## config.mk

```make
export PLATFORM = sky130hd
export DESIGN_NAME = call_reg
export DESIGN_NICKNAME = d
export VERILOG_FILES = /design/src/rtl/call_reg.sv
export SDC_FILE = /design/constraint.sdc
export NUM_CORES = 1
export LEC_CHECK = 0
export ABC_AREA = 1
export CORE_MARGIN = 3
export CORE_UTILIZATION = 50
export DETAILED_ROUTE_END_ITERATION = 8
export GPL_TIMING_DRIVEN = 0
export PLACE_DENSITY = 0.84
export SLEW_MARGIN = 10
export SYNTH_ARGS = -nofsm -noshare
export SYNTH_HDL_FRONTEND = slang
export SYNTH_SLANG_ARGS = --single-unit
```

## constraint.sdc

```tcl
create_clock -name clk -period 2.7 [get_ports clk]
set_input_delay 0.675 -clock clk [delete_from_list [all_inputs] [get_ports clk]]
set_output_delay 0.675 -clock clk [all_outputs]
set_load 0.01 [all_outputs]
```

## src/rtl/call_reg.sv

```systemverilog
// Elevator call register: latches button presses, serves calls at the current
// floor directly, and offers the next target floor to the motion controller.
module call_reg #(
    parameter int NFLOOR = 4,
    parameter int FW     = 2
) (
    input  logic              clk,
    input  logic              resetb,
    input  logic [NFLOOR-1:0] pbpulse,
    input  logic [FW-1:0]     cur_floor,
    input  logic              dir_up,
    input  logic              arrived,
    input  logic              req_ack,
    output logic [NFLOOR-1:0] pending,
    output logic              req_valid,
    output logic [FW-1:0]     req_floor,
    output logic              open_pulse
);

    typedef enum logic [1:0] {IDLE, OFFER, BUSY} state_t;

    state_t            state_reg, state_next;
    logic [NFLOOR-1:0] prev_reg;
    logic [NFLOOR-1:0] pending_reg, pending_next;
    logic [FW-1:0]     req_floor_reg, req_floor_next;
    logic              open_pulse_reg, open_pulse_next;

    logic [NFLOOR-1:0] set_ev;
    logic [NFLOOR-1:0] cur_hot;
    logic [NFLOOR-1:0] clr_vec;
    logic              cur_pending;
    logic              serve_here;
    logic              load_target;
    logic              target_hit;

    logic [FW-1:0]     above_floor, below_floor, sel_floor;
    logic              found_above, found_below;

    // cur_hot stays all-zero when cur_floor is beyond the last floor
    for (genvar gi = 0; gi < NFLOOR; gi++) begin : g_floor
        assign set_ev[gi]  = pbpulse[gi] & ~prev_reg[gi];
        assign cur_hot[gi] = (int'(cur_floor) == gi);
    end

    assign cur_pending = |(cur_hot & pending_reg);
    assign target_hit  = arrived && (cur_floor == req_floor_reg);

    // Clears are applied after sets so a clear always wins on the same floor
    assign clr_vec      = (arrived ? cur_hot : '0) | (serve_here ? cur_hot : '0);
    assign pending_next = (pending_reg | set_ev) & ~clr_vec;

    always_comb begin
        above_floor = '0;
        found_above = 1'b0;
        below_floor = '0;
        found_below = 1'b0;
        for (int i = NFLOOR - 1; i >= 0; i--) begin
            if (pending_reg[i] && (i > int'(cur_floor))) begin
                above_floor = FW'(i);
                found_above = 1'b1;
            end
        end
        for (int i = 0; i < NFLOOR; i++) begin
            if (pending_reg[i] && (i < int'(cur_floor))) begin
                below_floor = FW'(i);
                found_below = 1'b1;
            end
        end
        if (dir_up)
            sel_floor = found_above ? above_floor : below_floor;
        else
            sel_floor = found_below ? below_floor : above_floor;
    end

    always_ff @(posedge clk or negedge resetb) begin
        if (!resetb)
            state_reg <= IDLE;
        else
            state_reg <= state_next;
    end

    always_comb begin
        state_next = state_reg;
        case (state_reg)
            IDLE: begin
                if (!cur_pending && (|pending_reg))
                    state_next = OFFER;
            end
            OFFER: begin
                // Losing the target before the ack withdraws the offer
                if (target_hit)
                    state_next = IDLE;
                else if (req_ack)
                    state_next = BUSY;
            end
            BUSY: begin
                if (target_hit)
                    state_next = IDLE;
            end
            default: state_next = IDLE;
        endcase
    end

    always_comb begin
        serve_here      = (state_reg == IDLE) && cur_pending;
        load_target     = (state_reg == IDLE) && !cur_pending && (|pending_reg);
        req_floor_next  = load_target ? sel_floor : req_floor_reg;
        open_pulse_next = serve_here;
        req_valid       = (state_reg == OFFER);
    end

    always_ff @(posedge clk or negedge resetb) begin
        if (!resetb) begin
            prev_reg       <= '0;
            pending_reg    <= '0;
            req_floor_reg  <= '0;
            open_pulse_reg <= 1'b0;
        end else begin
            prev_reg       <= pbpulse;
            pending_reg    <= pending_next;
            req_floor_reg  <= req_floor_next;
            open_pulse_reg <= open_pulse_next;
        end
    end

    assign pending    = pending_reg;
    assign req_floor  = req_floor_reg;
    assign open_pulse = open_pulse_reg;

endmodule

```

# ---- Yosys cells after proc, flatten, opt, wreduce, memory -nomap -nowiden
# Index checks and enable logic that the tools add are counted.
dict set report op_classes {
  n_eq_ne 9
  n_lt_le_gt_ge 6
  muxes 21
  reduce_logical 17
  bitwise_logic 13
}
# operator n
set ops {}
lappend ops {{2-to-1 mux 2 bit} 11}
lappend ops {{logical AND 1 bit} 11}
lappend ops {{AND 4 bit} 2}
lappend ops {{2-to-1 mux 4 bit} 2}
lappend ops {{bitwise OR 4 bit} 2}
lappend ops {{OR reduction 4 bit} 2}
lappend ops {{2-to-1 mux 1 bit} 7}
lappend ops {{== test 2 bit (second input constant)} 3}
lappend ops {{one-hot mux 2 bit (3 select lines)} 1}
lappend ops {{AND 1 bit} 4}
lappend ops {{== test 2 x 1 -> 1 bit (second input constant)} 2}
lappend ops {{> comparator 2 bit (first input constant)} 2}
lappend ops {{zero test 2 bit} 2}
lappend ops {{< comparator 1 x 2 -> 1 bit (first input constant)} 2}
lappend ops {{inequality test 2 bit (second input constant)} 2}
lappend ops {{NOT 1 bit} 4}
lappend ops {{NOT 4 bit} 1}
lappend ops {{inequality test 3 x 2 -> 1 bit (second input constant)} 1}
lappend ops {{AND reduction 3 bit} 1}
lappend ops {{== test 2 bit} 1}
lappend ops {{> comparator 1 x 2 -> 1 bit (first input constant)} 1}
lappend ops {{< comparator 2 bit (first input constant)} 1}
lappend ops {{zero test 1 bit} 1}
dict set report totals {
  register_bits 13
  input_bits 11
  wordCells 71
  output_inout_bits 8
}

# ---- Longest topological paths before layout
dict set report depth {
  word_depth 8
  depth_mapped 10
  ltp_nobuf 9
}

# ---- Worst setup path after synthesis
# Ideal clock, no wire load.
dict set report synth_timing {
  kind {input-to-reg}
  from {input port cur_floor[0]}
  to {register req_floor_reg[0] (netlist: req_floor[0])}
  stages 9
  path_slack_ns 1.231
  arrival_ns 1.353
  required_ns 2.584
  cell_sequence {buf_6 nor2_2 nand2_1 nand2_1 nor2_4 nand3_2 clkinv_1 nand2_1 nand2_1}
}
dict set report synth_between {
  elab_chain_len 7
}
# item line_no
set synth_lines {}
lappend synth_lines {{start: declaration} 10} ;# input logic [FW-1:0] cur_floor,
lappend synth_lines {{> comparator 2 bit / < comparator 1 x 2 -> 1 bit (equally long branches)} {58, 64}}
lappend synth_lines {{logical AND 1 bit, on equally long branches} {58, 64}}
lappend synth_lines {{2-to-1 mux 2 bit (tied with other cells) (3 in series)} 58} ;# if (pending_reg[i] && (i > int'(cur_floor))) begin
lappend synth_lines {{2-to-1 mux 2 bit, on equally long branches} {72, 70}}
lappend synth_lines {{2-to-1 mux 2 bit} 69} ;# if (dir_up)
lappend synth_lines {{end signal: assignment} 121} ;# req_floor_reg <= req_floor_next;
lappend synth_lines {{end: declaration} 25} ;# logic [FW-1:0] req_floor_reg, req_floor_next;
# Parallel ways exist; a longest one is shown, timed or not.
# A chain may end at the register's enable or synchronous reset.

# ---- Worst setup path after layout
dict set report layout_timing {
  from {register state_reg[0]}
  to {output port req_valid}
}
dict set report layout_between {
  elab_chain_len 1
}
# item line_no
set layout_lines {}
lappend layout_lines {{start: declaration} 22} ;# state_t state_reg, state_next;
lappend layout_lines {{start signal: assignment} 79} ;# state_reg <= state_next;
lappend layout_lines {{== test 2 x 1 -> 1 bit} 109} ;# req_valid = (state_reg == OFFER);
lappend layout_lines {{end: declaration} 15} ;# output logic req_valid,
# Every way passes these cells.

==> report_table.html <==
<table>
<tr><th>Metric</th><th>Value</th></tr>
<tr><th colspan="2">Run status</th></tr>
<tr><td>Status</td><td>complete, no violations</td></tr>
<tr><th colspan="2">Logic synthesis</th></tr>
<tr><td>Netlist cell types</td><td>16</td></tr>
<tr><td>Mean cell area of the mapped netlist</td><td>7.28 µm²</td></tr>
<tr><td>Total of flip-flops plus latches after synthesis</td><td>13</td></tr>
<tr><td>Post-synth top area share</td><td>between 40% and 50%</td></tr>
<tr><td>Top FF cell, synth</td><td>sky130_fd_sc_hd__dfrtp_1</td></tr>
<tr><td>Synthesis Warnings</td><td>0</td></tr>
<tr><td>Net count after synthesis</td><td>112</td></tr>
<tr><td>Sequential element share of the synthesized area</td><td>44.2%</td></tr>
<tr><td>Synth async-reset ratio</td><td>100%</td></tr>
<tr><td>Synthesized netlist cell count</td><td>101</td></tr>
<tr><td>Cell area after synthesis</td><td>736 µm²</td></tr>
<tr><td>Number of enable-type register cells in the synthesized netlist</td><td>0</td></tr>
<tr><td>Cell taking the most area after synthesis</td><td>sky130_fd_sc_hd__dfrtp_1</td></tr>
<tr><td>Area contributors post-synth</td><td>sky130_fd_sc_hd__dfrtp_1 44%, sky130_fd_sc_hd__nand2_1 19%, sky130_fd_sc_hd__nand3_1 6.1%</td></tr>
<tr><th colspan="2">Placement</th></tr>
<tr><td>Final weighted congestion of routability-driven global placement</td><td>0.811</td></tr>
<tr><td>DP Area</td><td>925 µm²</td></tr>
<tr><td>Number of port buffers</td><td>17</td></tr>
<tr><td>DP HPWL</td><td>1170 µm</td></tr>
<tr><th colspan="2">Finish</th></tr>
<tr><td>Antenna diodes</td><td>0</td></tr>
<tr><td>Summed area of non-filler cells in the final layout</td><td>951 µm²</td></tr>
<tr><td>Layout area overhead</td><td>29.3%</td></tr>
<tr><td>Share of post-route cells with drive strength above 1</td><td>10.7%</td></tr>
<tr><td>Final net count</td><td>between 100 and 150</td></tr>
<tr><th colspan="2">Timing</th></tr>
<tr><td>Final setup violation count</td><td>0</td></tr>
<tr><td>Highest Clock Rate</td><td>0.470 GHz</td></tr>
<tr><td>Pin slew with the least headroom to its limit</td><td>roughly 0.58 ns</td></tr>
<tr><td>Slew margin rel.</td><td>61.2%</td></tr>
<tr><td>Final critical-path share of the clock period</td><td>78.7%</td></tr>
<tr><td>Final-report max-slew violation count</td><td>0</td></tr>
<tr><td>Final Hold Fails</td><td>0</td></tr>
<tr><td>Final critical delay including setup and external delays</td><td>around 2.1 ns</td></tr>
<tr><td>Setup repair after global routing missed its margin</td><td>no</td></tr>
<tr><td>Setup total negative slack</td><td>0 ns</td></tr>
<tr><td>Setup clock skew after layout</td><td>about 0.0048 ns</td></tr>
<tr><th colspan="2">Worst setup path</th></tr>
<tr><td>Signal arrival time at the worst endpoint</td><td>1.45 ns</td></tr>
<tr><td>Category of the worst setup path capture point</td><td>output port</td></tr>
<tr><td>Biggest fanout along the worst timing path</td><td>3</td></tr>
<tr><td>Crit Path Category</td><td>flop to output port</td></tr>
<tr><td>Startpoint types</td><td>flop</td></tr>
<tr><td>Required arrival time at the worst endpoint</td><td>2.03 ns</td></tr>
<tr><th colspan="2">Global routing</th></tr>
<tr><td>Sum of overflow across all layers after global routing</td><td>0</td></tr>
<tr><td>Wire length of the first global-routing pass</td><td>2500 µm</td></tr>
<tr><td>Total track usage</td><td>17.5%</td></tr>
<tr><td>Maximum number of pins on one net before global-route repair</td><td>14</td></tr>
<tr><td>Via count of the first global-routing pass</td><td>597</td></tr>
<tr><td>Initial antenna violation count</td><td>0</td></tr>
<tr><th colspan="2">Floorplan</th></tr>
<tr><td>X dimension of the die</td><td>between 40 and 50 µm</td></tr>
<tr><td>Height of the chip</td><td>44.4 µm</td></tr>
<tr><td>Core Box Area</td><td>about 1300 µm²</td></tr>
<tr><td>IO Count</td><td>19</td></tr>
<tr><td>Total die area</td><td>1970 µm²</td></tr>
<tr><td>Starting utilization of the core area</td><td>~55%</td></tr>
<tr><td>Number of core rows</td><td>13</td></tr>
<tr><th colspan="2">Clock network</th></tr>
<tr><td>Count of H-tree levels built during CTS</td><td>1</td></tr>
<tr><td>TritonCTS clock tree</td><td>yes</td></tr>
<tr><td>Hold_buf cts</td><td>0</td></tr>
<tr><td>Clock slew at the register clock pins of the worst setup and hold paths</td><td>0.07 ns</td></tr>
<tr><td>Number of buffers between clock root and the deepest sink</td><td>2</td></tr>
<tr><td>Number of buffers created by CTS</td><td>3</td></tr>
<tr><td>Clock sink count</td><td>13</td></tr>
<tr><td>Clock Root Buffer</td><td>sky130_fd_sc_hd__clkbuf_4</td></tr>
<tr><td>Number of gates given a new drive strength after cts</td><td>0</td></tr>
<tr><td>Clock network latency to the later pin of the worst-skew pair</td><td>0.27 ns</td></tr>
<tr><td>Setup repair bufs after CTS</td><td>0</td></tr>
<tr><th colspan="2">Drt</th></tr>
<tr><td>Drt drc</td><td>0</td></tr>
<tr><td>Final ANT Viol Nets</td><td>0</td></tr>
<tr><td>First DRT Iteration DRCs</td><td>11</td></tr>
<tr><td>Detailed-route vias per instance</td><td>4.97</td></tr>
<tr><td>Drt first pass iters</td><td>4</td></tr>
<tr><td>Drt total wl</td><td>1510 µm</td></tr>
<tr><td>Routed length per placed instance</td><td>between 10 and 15 µm</td></tr>
<tr><td>Via count</td><td>~680</td></tr>
<tr><th colspan="2">Run</th></tr>
<tr><td># Max-Cap Violations</td><td>0</td></tr>
<tr><th colspan="2">Power and ir drop</th></tr>
<tr><td>Static leakage</td><td>0.499 nW</td></tr>
<tr><td>VDD IR-drop max</td><td>just under 0.0005 V</td></tr>
<tr><td>Power per Cell Area</td><td>791 nW/µm²</td></tr>
<tr><th colspan="2">Hold path</th></tr>
<tr><td>Class of the tightest hold or removal check</td><td>flop to flop</td></tr>
</table>
[final timing paths]
path / startpoint / to / slack, ns / cells past startpoint
worst max-delay path: state_reg[0]$_DFFE_PN0P_ / req_valid / 0.57 / 3
worst min-delay path: req_floor[0]$_DFFE_PN0P_ / req_floor[0]$_DFFE_PN0P_ / 0.54 / 2
worst max register to register: pending[2]$_DFF_PN0_ / pending[1]$_DFF_PN0_ / 1.53 / 7
worst min register to register: req_floor[0]$_DFFE_PN0P_ / req_floor[0]$_DFFE_PN0P_ / 0.54 / 2
max in group asynchronous: resetb / state_reg[1]$_DFFE_PN0P_ / 1.55 / 1
min in group asynchronous: resetb / pending[0]$_DFF_PN0_ / 0.77 / 1
[cell families after synthesis]
| family | count (synthesis) | synth area share (%) |
|---|---|---|
| buf+inv | 16 | 10.2 |
| compound gates | 7 | 4.76 |
| simple gates | 63 | 38.4 |
| xor+xnor | 2 | 2.38 |
| flops | 13 | 44.2 |
[Yosys cell counts, types with 2 or more instances]
library cell              count
sky130_fd_sc_hd__nor2_1      10
sky130_fd_sc_hd__inv_2        2
sky130_fd_sc_hd__nor2_4       2
sky130_fd_sc_hd__nand2_1     37
sky130_fd_sc_hd__nand3_2      2
sky130_fd_sc_hd__xnor2_1      2
sky130_fd_sc_hd__inv_1       11
sky130_fd_sc_hd__dfrtp_1     13
sky130_fd_sc_hd__buf_6        2
sky130_fd_sc_hd__nand3_1      9
sky130_fd_sc_hd__o21ai_1      2
sky130_fd_sc_hd__a21oi_1      5
[cells in the final DEF, fill, tap and decap left out]
cell type                         Yosys  final
sky130_fd_sc_hd__nand2_1             37     37
sky130_fd_sc_hd__clkdlybuf4s50_1      0     17
sky130_fd_sc_hd__dfrtp_1             13     13
sky130_fd_sc_hd__inv_1               11     11
sky130_fd_sc_hd__nor2_1              10     10
sky130_fd_sc_hd__nand3_1              9      9
sky130_fd_sc_hd__a21oi_1              5      5
sky130_fd_sc_hd__clkbuf_4             0      3
sky130_fd_sc_hd__buf_6                2      2
sky130_fd_sc_hd__inv_2                2      2
sky130_fd_sc_hd__nand3_2              2      2
sky130_fd_sc_hd__nor2_4               2      2
sky130_fd_sc_hd__xnor2_1              2      2
sky130_fd_sc_hd__o21ai_1              2      2
sky130_fd_sc_hd__nand2_2              1      1
sky130_fd_sc_hd__nor2_2               1      1
sky130_fd_sc_hd__clkinv_1             1      1
sky130_fd_sc_hd__nand4_1              1      1
sky130_fd_sc_hd__clkbuf_1             0      1
[layer usage]
| metal | track usage (%) | up-vias | wire length [µm] |
|---|---|---|---|
| li1 | - | 356 | - |
| met1 | 24.5 | 300 | 692 |
| met2 | 26.2 | 21 | 701 |
| met3 | 2.44 | 4 | 90 |
| met4 | 9.04 | 0 | 25 |
| met5 | 0 | - | 0 |
[area by class of cell]
type	instances	area (µm²)
multi-input cells	72	335
flip-flops and latches	13	325
plain buffers	2	22.5
inverters	14	52.6
well taps	15	18.8
clock buffers	4	26.3
fillers	109	383
repair buffers	17	170
[through the flow]
stage | hold WS (ns) | setup WS (ns) | instances | utilization (%) | power, mW
2_1_floorplan | 0.379 | 1.23 | 101 | - | 0.489
3_3_place_gp | 0.512 | 0.703 | 133 | 69.3 | 0.622
3_5_place_dp | 0.526 | 0.675 | 133 | 69.3 | 0.636
4_1_cts | 0.543 | 0.585 | 137 | 71.3 | 0.757
5_1_grt | 0.583 | 0.530 | 137 | 71.3 | 0.808
6_report | 0.537 | 0.574 | 137 | 71.3 | 0.752
[worst max-delay path: stages, from the launching register on]
cell	delay, ns
sky130_fd_sc_hd__dfrtp_1	0.38
sky130_fd_sc_hd__inv_1	0.08
sky130_fd_sc_hd__nor2_1	0.14
sky130_fd_sc_hd__clkdlybuf4s50_1	0.57
[power by group]
group          internal, mW  switching [mW]  leakage (nW)
Combinational         0.162           0.169         0.328
Clock                0.0573          0.0621        0.0150
Sequential            0.246          0.0556         0.156
No activity file was read; power rests on OpenSTA's default activity.
